## config.mk

```make
export PLATFORM = sky130hd
export DESIGN_NAME = player_motion_ctrl
export DESIGN_NICKNAME = d
export VERILOG_FILES = /design/src/rtl/player_motion_ctrl.sv
export SDC_FILE = /design/constraint.sdc
export NUM_CORES = 1
export LEC_CHECK = 0
export ABC_AREA = 1
export ABC_CLOCK_PERIOD_IN_PS = 5000
export BUFFER_PORTS_ARGS = -buffer_cell sky130_fd_sc_hd__buf_2
export CORE_AREA = 4 4 140 115
export DETAILED_ROUTE_END_ITERATION = 10
export DIE_AREA = 0 0 144 119
export GPL_ROUTABILITY_DRIVEN = 0
export PLACE_DENSITY_LB_ADDON = 0.2
export REMOVE_ABC_BUFFERS = 1
export SYNTH_ARGS = -nofsm -noshare
export SYNTH_HDL_FRONTEND = slang
export SYNTH_SLANG_ARGS = --single-unit
```

## constraint.sdc

```tcl
create_clock -name clk -period 5 [get_ports clk]
set_input_delay 0.5 -clock clk [delete_from_list [all_inputs] [get_ports clk]]
set_output_delay 0.5 -clock clk [all_outputs]
set_load 0.01 [all_outputs]
```

## src/rtl/player_motion_ctrl.sv

```systemverilog
// -----------------------------------------------------------------------------
// player_motion_ctrl
//   Player controller. It sits between the keyboard decoder and the player
//   sprite drawer. Horizontal motion uses fixed-point acceleration and
//   deceleration and is clamped to the field bounds. A lives, respawn and
//   invulnerability state machine reacts to ball collisions.
//
// Ports
//   clk           in   1   system clock
//   resetN        in   1   synchronous active-low reset
//   startOfFrame  in   1   one-cycle frame tick
//   rightArrow    in   1   right key held
//   leftArrow     in   1   left key held
//   collision     in   1   player/ball overlap (level)
//   topLeftX      out  11  player X, pixels
//   topLeftY      out  11  player Y, pixels (constant INITIAL_Y)
//   playerVisible out  1   sprite draw enable (blinks while invulnerable)
//   livesLeft     out  3   remaining lives
//   hitPulse      out  1   one-cycle strobe on an accepted hit
//   gameOver      out  1   sticky until reset
// -----------------------------------------------------------------------------
module player_motion_ctrl #(
    parameter int INITIAL_X      = 280,
    parameter int INITIAL_Y      = 420,
    parameter int PLAYER_WIDTH   = 26,
    parameter int X_MIN          = 5,
    parameter int X_MAX          = 635,
    parameter int FRAC_BITS      = 6,
    parameter int MAX_SPEED      = 192,
    parameter int ACCEL          = 32,
    parameter int LIVES          = 3,
    parameter int RESPAWN_FRAMES = 30,
    parameter int INVULN_FRAMES  = 60
) (
    input  logic        clk,
    input  logic        resetN,
    input  logic        startOfFrame,
    input  logic        rightArrow,
    input  logic        leftArrow,
    input  logic        collision,
    output logic [10:0] topLeftX,
    output logic [10:0] topLeftY,
    output logic        playerVisible,
    output logic [2:0]  livesLeft,
    output logic        hitPulse,
    output logic        gameOver
);

    typedef enum logic [1:0] {ALIVE, HIT, INVULN, GAME_OVER} stateT;

    // Fixed-point constants. The scale is 2^FRAC_BITS.
    localparam logic signed [19:0] POS_INIT  = 20'(INITIAL_X << FRAC_BITS);
    localparam logic signed [19:0] POS_MIN   = 20'(X_MIN << FRAC_BITS);
    localparam logic signed [19:0] POS_MAX   = 20'((X_MAX - PLAYER_WIDTH) << FRAC_BITS);
    localparam logic signed [19:0] SPD_MAX   = 20'(MAX_SPEED);
    localparam logic signed [19:0] SPD_ACCEL = 20'(ACCEL);
    localparam logic [7:0]         RESPAWN_LAST = 8'(RESPAWN_FRAMES - 1);
    localparam logic [7:0]         INVULN_LAST  = 8'(INVULN_FRAMES - 1);

    stateT              state, nextState;
    logic signed [19:0] pos, posNext;
    logic signed [19:0] speed, speedNext;
    logic [7:0]         frameCnt, cntNext;
    logic [2:0]         livesNext;
    logic               hitNext;
    logic               moveEn;

    // Candidate motion result for this frame, used only when moveEn is set.
    logic signed [19:0] accSpeed, sumPos, movedPos, movedSpeed;

    always_comb begin
        accSpeed = speed;
        unique case ({rightArrow, leftArrow})
            2'b10: begin
                accSpeed = speed + SPD_ACCEL;
                if (accSpeed > SPD_MAX) accSpeed = SPD_MAX;
            end
            2'b01: begin
                accSpeed = speed - SPD_ACCEL;
                if (accSpeed < -SPD_MAX) accSpeed = -SPD_MAX;
            end
            default: begin
                // Coast toward zero. The speed stops at zero and does not cross it.
                if (speed > SPD_ACCEL)       accSpeed = speed - SPD_ACCEL;
                else if (speed < -SPD_ACCEL) accSpeed = speed + SPD_ACCEL;
                else                         accSpeed = '0;
            end
        endcase

        // The position advances by the speed computed on this same tick.
        sumPos     = pos + accSpeed;
        movedPos   = sumPos;
        movedSpeed = accSpeed;
        // Stopping at a wall kills the momentum.
        if (sumPos < POS_MIN) begin
            movedPos   = POS_MIN;
            movedSpeed = '0;
        end else if (sumPos > POS_MAX) begin
            movedPos   = POS_MAX;
            movedSpeed = '0;
        end
    end

    // NOTE: every signal driven here gets a default first, so no path can leave one unassigned and infer a latch.
    always_comb begin
        nextState     = state;
        posNext       = pos;
        speedNext     = speed;
        cntNext       = frameCnt;
        livesNext     = livesLeft;
        hitNext       = 1'b0;
        moveEn        = 1'b0;
        playerVisible = 1'b1;
        gameOver      = 1'b0;

        unique case (state)
            ALIVE: begin
                // A collision wins over a coincident frame tick. No motion happens that tick.
                if (collision) begin
                    nextState = HIT;
                    livesNext = livesLeft - 3'd1;
                    hitNext   = 1'b1;
                    cntNext   = '0;
                end else begin
                    moveEn = startOfFrame;
                end
            end
            HIT: begin
                playerVisible = 1'b0;
                if (startOfFrame) begin
                    if (frameCnt == RESPAWN_LAST) begin
                        if (livesLeft == 3'd0) begin
                            nextState = GAME_OVER;
                        end else begin
                            nextState = INVULN;
                            posNext   = POS_INIT;
                            speedNext = '0;
                            cntNext   = '0;
                        end
                    end else begin
                        cntNext = frameCnt + 8'd1;
                    end
                end
            end
            INVULN: begin
                playerVisible = ~frameCnt[2];
                moveEn        = startOfFrame;
                if (startOfFrame) begin
                    if (frameCnt == INVULN_LAST) begin
                        nextState = ALIVE;
                        cntNext   = '0;
                    end else begin
                        cntNext = frameCnt + 8'd1;
                    end
                end
            end
            default: begin
                playerVisible = 1'b0;
                gameOver      = 1'b1;
            end
        endcase

        if (moveEn) begin
            posNext   = movedPos;
            speedNext = movedSpeed;
        end
    end

    // NOTE: the registers use non-blocking assignments. All of them then update together from pre-edge values.
    always_ff @(posedge clk) begin
        if (!resetN) begin
            state     <= ALIVE;
            pos       <= POS_INIT;
            speed     <= '0;
            frameCnt  <= '0;
            livesLeft <= 3'(LIVES);
            hitPulse  <= 1'b0;
        end else begin
            state     <= nextState;
            pos       <= posNext;
            speed     <= speedNext;
            frameCnt  <= cntNext;
            livesLeft <= livesNext;
            hitPulse  <= hitNext;
        end
    end

    // Truncating shift. The clamped position is never negative.
    assign topLeftX = 11'(pos >>> FRAC_BITS);
    assign topLeftY = 11'(INITIAL_Y);

endmodule
```

==> results of run 1 <==
[per-layer routing]
| metal | GRT usage | share of wire |
|---|---|---|
| met1 | 0.3090 | 0.51 |
| met2 | 0.2977 | 0.43 |
| met3 | 0.03493 | 0.045 |
| met4 | 0.02118 | 0.0077 |
| met5 | 0 | 0 |
[layout make-up]
cell class,instances,area [µm²]
sequential,54,1089
timing repair buffer,137,1065
clock inverter,3,43.79
inverter,129,494.2
clock buffer,5,125.1
fill,1535,7579
multi-input combinational,690,4133
tap,189,236.5
[worst max-delay path, stage by stage, from the launching register on]
cell        delay [ns]
dfxtp_4           0.37
inv_4             0.06
ha_4              0.15
nand2_4           0.07
xor2_2            0.16
a211oi_2          0.21
nand4_1           0.12
nor2_1            0.14
nand4_1           0.10
a2111o_1          0.40
ha_4              0.34
clkinvlp_4        0.17
buf_6             0.16
nand2_2           0.06
a21oi_2           0.05
a21oi_2           0.23
ha_1              0.19
nand4_1           0.18
nor3_2            0.22
buf_4             0.14
nand4_1           0.19
nand4_1           0.18
nand2_2           0.09
buf_6             0.13
a31oi_4           0.24
buf_12            0.22
nand4_1           0.16
a21oi_1           0.17
[power by group through the flow]
| stage | Clock, µW | Sequential, µW | Combinational, µW |
|---|---|---|---|
| 2_1_floorplan | 0 | 575 | 2080 |
| 3_3_place_gp | 0 | 575 | 3590 |
| 3_5_place_dp | 0 | 574 | 3570 |
| 5_1_grt | 438 | 584 | 4900 |
| 6_report | 410 | 573 | 4500 |
| 4_1_cts | 418 | 564 | 3690 |
[cell families after synthesis]
group,after synthesis
flops,54
fa+ha+maj,35
compound gates,130
other cells,2
buf+inv,186
simple gates,491
xor+xnor,23
[registers in the layout, summed over array words and instances, names as in the netlist]
register and cells:
pos 20, speed 20, frameCnt 8, livesLeft 3
state 2, hitPulse 1
[worst paths after layout]
path	startpoint	endpoint	slack (ns)
setup / recovery	speed[6]$_SDFFE_PN0P_	speed[8]$_SDFFE_PN0P_	0.02
hold / removal	resetN	livesLeft[0]$_SDFFE_PN1P_	0.44
setup reg to reg	speed[6]$_SDFFE_PN0P_	speed[8]$_SDFFE_PN0P_	0.02
hold reg to reg	pos[17]$_SDFFE_PN0P_	pos[17]$_SDFFE_PN0P_	0.45
[cells in the final DEF (no fill, tap or decap), types with 3 or more instances in the layout]
cell	n
buf_6	5
inv_1	116
conb_1	11
dfxtp_2	3
nand4_1	49
nor3_1	12
o21ai_2	3
clkbuf_16	7
a221oi_1	4
nand3_2	8
inv_2	8
dfxtp_1	50
o21a_1	4
nor3_2	3
nor2_4	12
buf_4	105
buf_2	22
ha_1	26
xor2_1	17
a21oi_2	23
o21ai_1	3
o21ai_0	16
nand2_1	220
nand3b_1	4
xnor2_1	3
nand2_4	6
nor2_2	11
xor2_2	3
ha_4	7
a21oi_1	60
nor2_1	73
buf_12	3
nand2_2	30
nand3_1	49
[timing repair]
item / CTS / global route
setup endpoints to repair: 36 / 36
buffers inserted: 1 / 13
resized for setup: 8 / 112
gates cloned: 0 / 2
pin swaps: 1 / 45
[stage by stage]
step,setup TNS (ns),util,hold slack (ns)
global route,-6.385,0.4867,0.4502
CTS,0,0.4477,0.4358
global placement,-7.062,0.4336,0.4344
floorplan,0,-,0.4234
finish,0,0.4867,0.4413
detailed placement,-7.148,0.4336,0.4425
==> impl_metrics.yaml, run 1 <==
clock_network:
  path_clk_slew_ns: 0.08
  root_buffer: "clkbuf_16"
  htree_num_levels: 2
  clk_latency_ns: 0.30
  cts_buffers: 5
  cts_hold_buf: 0
  clockBufferDepth: 2
  cts.sinks: 54
  cts_tree: "yes"
synth:
  synthAdderAreaFrac: 0.07897
  avgSynthCellArea_um2: 6.124
  ys.flop_type: "dfxtp_1"
  synth_area_leaders: "dfxtp_1, nand2_1, inv_1"
  ys_types: 55
  synth.top_cells.by_count: "nand2_1, inv_1, nor2_1"
  yosysTopAreaCell: "dfxtp_1"
  synth-simple-area-share: 0.4002
  syn-cell-area_mm2: 0.005640
  synth_top_area_frac: 0.1917
  yosys.area_share.xor_xnor: 0.03571
  synthMuxAreaShare: 0
  synth_edf_count: 0
  synth-seq-area-share: 0.1917
  synth-async-reset-ratio: 0
  yosys_register_bits: 54
  yosysMostFrequentCell: "nand2_1"
  synthCells: 921
  yosys_warnings: 0
  synth_top_family_by_area: "simple AND/OR/NAND/NOR gates"
  synth_compound_area_frac: 0.1353
grt:
  grt_pass1_wl_mm: 27.91
  grt-ovfl-total: 0
  grt.total_usage: 0.2000
  grt_max_degree: 39
  first_global_vias: 5449
  grt_antenna_before_repair: 0
finish:
  num_antenna_cells: 0
  nNetsFinal: 1058
  final_layout_size_suffix_gt1_frac: 0.2780
  finalInstanceArea_mm2: 0.007186
  syn_to_final_growth_pct: 27.40
  final_cells: 1207
pwr:
  irDropWorstVdd_v: 0.0003777
  leakage_uw: 0.003395
  power_density_mw_per_mm2: 763.0
  seq_power_share: 0.105
  internal-power_uw: 2686
  p_sw_uw: 2796
  p_clk_frac: 0.075
  pwr-share-comb: 0.821
  finalPower_uw: 5483
  p_sw_frac: 0.5100
route:
  post_drt_via_cell_ratio: 5.092
  drcViolationCount: 0
  drtIter0Drc: 469
  first_pass_iters: 6
  via_count: 6146
  drt_wl_total_mm: 17.68
  wire_per_inst_um: 14.65
  ant_nets: 0
timing:
  slew_violations: 0
  skew_ns: 0.008553
  post-route-period-util: 0.9951
  fmax_mhz: 201.0
  tightest_slew_ns: 1.108
  fin_crit_ns: 4.976
  rsz0062_at_grt: "true"
  setup_viol: 0
  worst_slack_ns: 0.02428
  slew_headroom: 0.2606
  hold_violations: 0
die:
  initial_core_util: 0.3820
  io_pins: 34
  fp.dieH_um: 119
  core_area_mm2: 0.01476
  fp.dieArea_mm2: 0.01714
  placementRows: 40
  fp.dieW_um: 144
hold_path:
  min-delay-path-class: "in -> reg"
  min_path_cells: 2
worst_setup_path:
  endpoint_kind: "flip-flop"
  critPathArrivalTime_ns: 5.21
  cp-start-kind: "flip-flop"
  worstRegToRegCells: 27
  required_ns: 5.23
  crit_fanout: 27
  critPathKind: "reg -> reg"
placement:
  io_buffers: 22
  dp_hpwl_mm: 13.52
  place_area_mm2: 0.006402
  placed_cells: 1183
  preCtsSetupSlack_ns: -0.2534
flow_run:
  max_cap_viol_count: 0
status:
  status: "finished, final reports clean"
Power figures use the tool's default switching activity.
==> run 2, diff against run 1 <==
RECOVER_POWER = 50   (was default)
==> impl_metrics.yaml, run 2 (synthesis gave the netlist of run 1 again) <==
status:
  status: "finished, final reports clean"
pwr:
  p_clk_frac: 0.075
  internal-power_uw: 2679
  p_sw_frac: 0.5092
  irDropWorstVdd_v: 0.0003715
  finalPower_uw: 5458
  leakage_uw: 0.003351
  pwr-share-comb: 0.820
  seq_power_share: 0.105
  p_sw_uw: 2779
  power_density_mw_per_mm2: 761.2
die:
  fp.dieH_um: 119
  placementRows: 40
  fp.dieArea_mm2: 0.01714
  core_area_mm2: 0.01476
  io_pins: 34
  initial_core_util: 0.3820
  fp.dieW_um: 144
clock_network:
  cts_tree: "yes"
  cts.sinks: 54
  cts_hold_buf: 0
  path_clk_slew_ns: 0.08
  root_buffer: "clkbuf_16"
  cts_buffers: 5
  htree_num_levels: 2
  clk_latency_ns: 0.30
  clockBufferDepth: 2
route:
  ant_nets: 0
  wire_per_inst_um: 14.67
  drtIter0Drc: 400
  via_count: 6168
  first_pass_iters: 5
  drt_wl_total_mm: 17.70
  post_drt_via_cell_ratio: 5.110
  drcViolationCount: 0
timing:
  rsz0062_at_grt: "true"
  skew_ns: 0.008677
  hold_ws_ns: 0.4414
  fmax_mhz: 202.3
  worst_slack_ns: 0.05751
  fin_crit_ns: 4.942
  setup_viol: 0
  slew_violations: 0
  tightest_slew_ns: 1.097
  hold_violations: 0
  post-route-period-util: 0.9885
  slew_headroom: 0.2679
hold_path:
  min_path_cells: 2
  min-delay-path-class: "in -> reg"
  min_from: "resetN"
  worstHoldEndpoint: "livesLeft[0]$_SDFFE_PN1P_"
finish:
  syn_to_final_growth_pct: 27.11
  top_regs: "pos: 20 flops, speed: 20 flops, frameCnt: 8 flops"
  final_cell_mix: "nand2_1, inv_1, buf_4, nor2_1, a21oi_1"
  nNetsFinal: 1058
  finalInstanceArea_mm2: 0.007169
  nFillCells: 1545
  num_antenna_cells: 0
  utilization: 0.4856
  layout_commonest_cell: "nand2_1"
  final_layout_size_suffix_gt1_frac: 0.2652
worst_setup_path:
  worst_path_max_delay_cell: "a2111o_1"
  max_stage_delay_ns: 0.40
  required_ns: 5.23
  worstRegToRegCells: 28
  crit_top_cell: "nand4_1"
  critPathArrivalTime_ns: 5.17
  r2r_setup_slack_ns: 0.06
  endpoint_kind: "flip-flop"
  worstSetupPathDepth: 28
  r2r-start: "speed[6]$_SDFFE_PN0P_"
  cp_top_family: "simple AND/OR/NAND/NOR gates"
  crit_fanout: 7
  crit_buf_inv: 7
  regToRegEndpoint: "pos[10]$_SDFFE_PN1P_"
  cp-start-kind: "flip-flop"
  critPathKind: "reg -> reg"
grt:
  grt_max_degree: 39
  first_global_vias: 5449
  grt_pass1_wl_mm: 27.91
  grt-ovfl-total: 0
  grt.total_usage: 0.2000
  grt_antenna_before_repair: 0
placement:
  place_area_mm2: 0.006402
  dp_hpwl_mm: 13.52
  io_buffers: 22
  preCtsSetupSlack_ns: -0.2534
flow_run:
  max_cap_viol_count: 0
==> run 2: metrics by stage <==
stage               instances  TNS, ns
CTS                      1192        0
detailed placement       1183   -7.148
global route             1207   -6.385
finish                   1207        0
floorplan                 873        0
global placement         1183   -7.062
==> run 2: worst max path at each step <==
stage                                  end  slack, ns             startpoint
global placement     speed[8]$_SDFFE_PN0P_      -0.28  speed[6]$_SDFFE_PN0P_
floorplan              pos[8]$_SDFFE_PN0P_       0.05  speed[5]$_SDFFE_PN0P_
detailed placement    pos[12]$_SDFFE_PN0P_      -0.25  speed[6]$_SDFFE_PN0P_
CTS                  speed[8]$_SDFFE_PN0P_       0.04  speed[6]$_SDFFE_PN0P_
finish                pos[10]$_SDFFE_PN1P_       0.06  speed[6]$_SDFFE_PN0P_
global route        speed[12]$_SDFFE_PN0P_      -0.21  speed[6]$_SDFFE_PN0P_
==> run 2: worst register-to-register path, delay by kind of cell (launching register included) <==
family                   cells  cell delay (ns)
AND/OR/NAND/NOR             11             1.40
AO/OA/AOI/OAI                6             1.30
buffers and inverters        7             0.99
adder cells (fa/ha/maj)      3             0.68
flip-flops                   1             0.37
XOR/XNOR                     1             0.16
==> run 2: layout make-up <==
cell class | instances | area, µm² | share of cell area
Multi-Input combinational cell | 690 | 4133 | 0.5764
Sequential cell | 54 | 1089 | 0.1518
Timing Repair Buffer | 137 | 1049 | 0.1462
Inverter | 129 | 494.2 | 0.06894
Tap cell | 189 | 236.5 | 0.03298
Clock buffer | 5 | 125.1 | 0.01745
Clock inverter | 3 | 43.79 | 0.006108
==> run 2: routing by layer <==
| layer | vias to the layer above | share of wire | GRT usage |
|---|---|---|---|
| met5 | - | 0 | 0 |
| met4 | 0 | 0.0077 | 0.02118 |
| met3 | 11 | 0.051 | 0.03493 |
| met2 | 145 | 0.43 | 0.2977 |
| met1 | 2867 | 0.51 | 0.3090 |
| li1 | 3145 | - | - |
==> run 2: timing repair <==
action,CTS,global route
pin swaps,1,45
resized for setup,8,112
setup endpoints to repair,36,36
setup buffers,1,13
gates cloned,0,2
==> run 2: power by group through the flow <==
stage	Clock (µW)	Combinational, µW	Sequential (µW)
6_report	410	4470	575
5_1_grt	438	4890	584
4_1_cts	418	3690	564
3_5_place_dp	0	3570	574
3_3_place_gp	0	3590	575
2_1_floorplan	0	2080	575
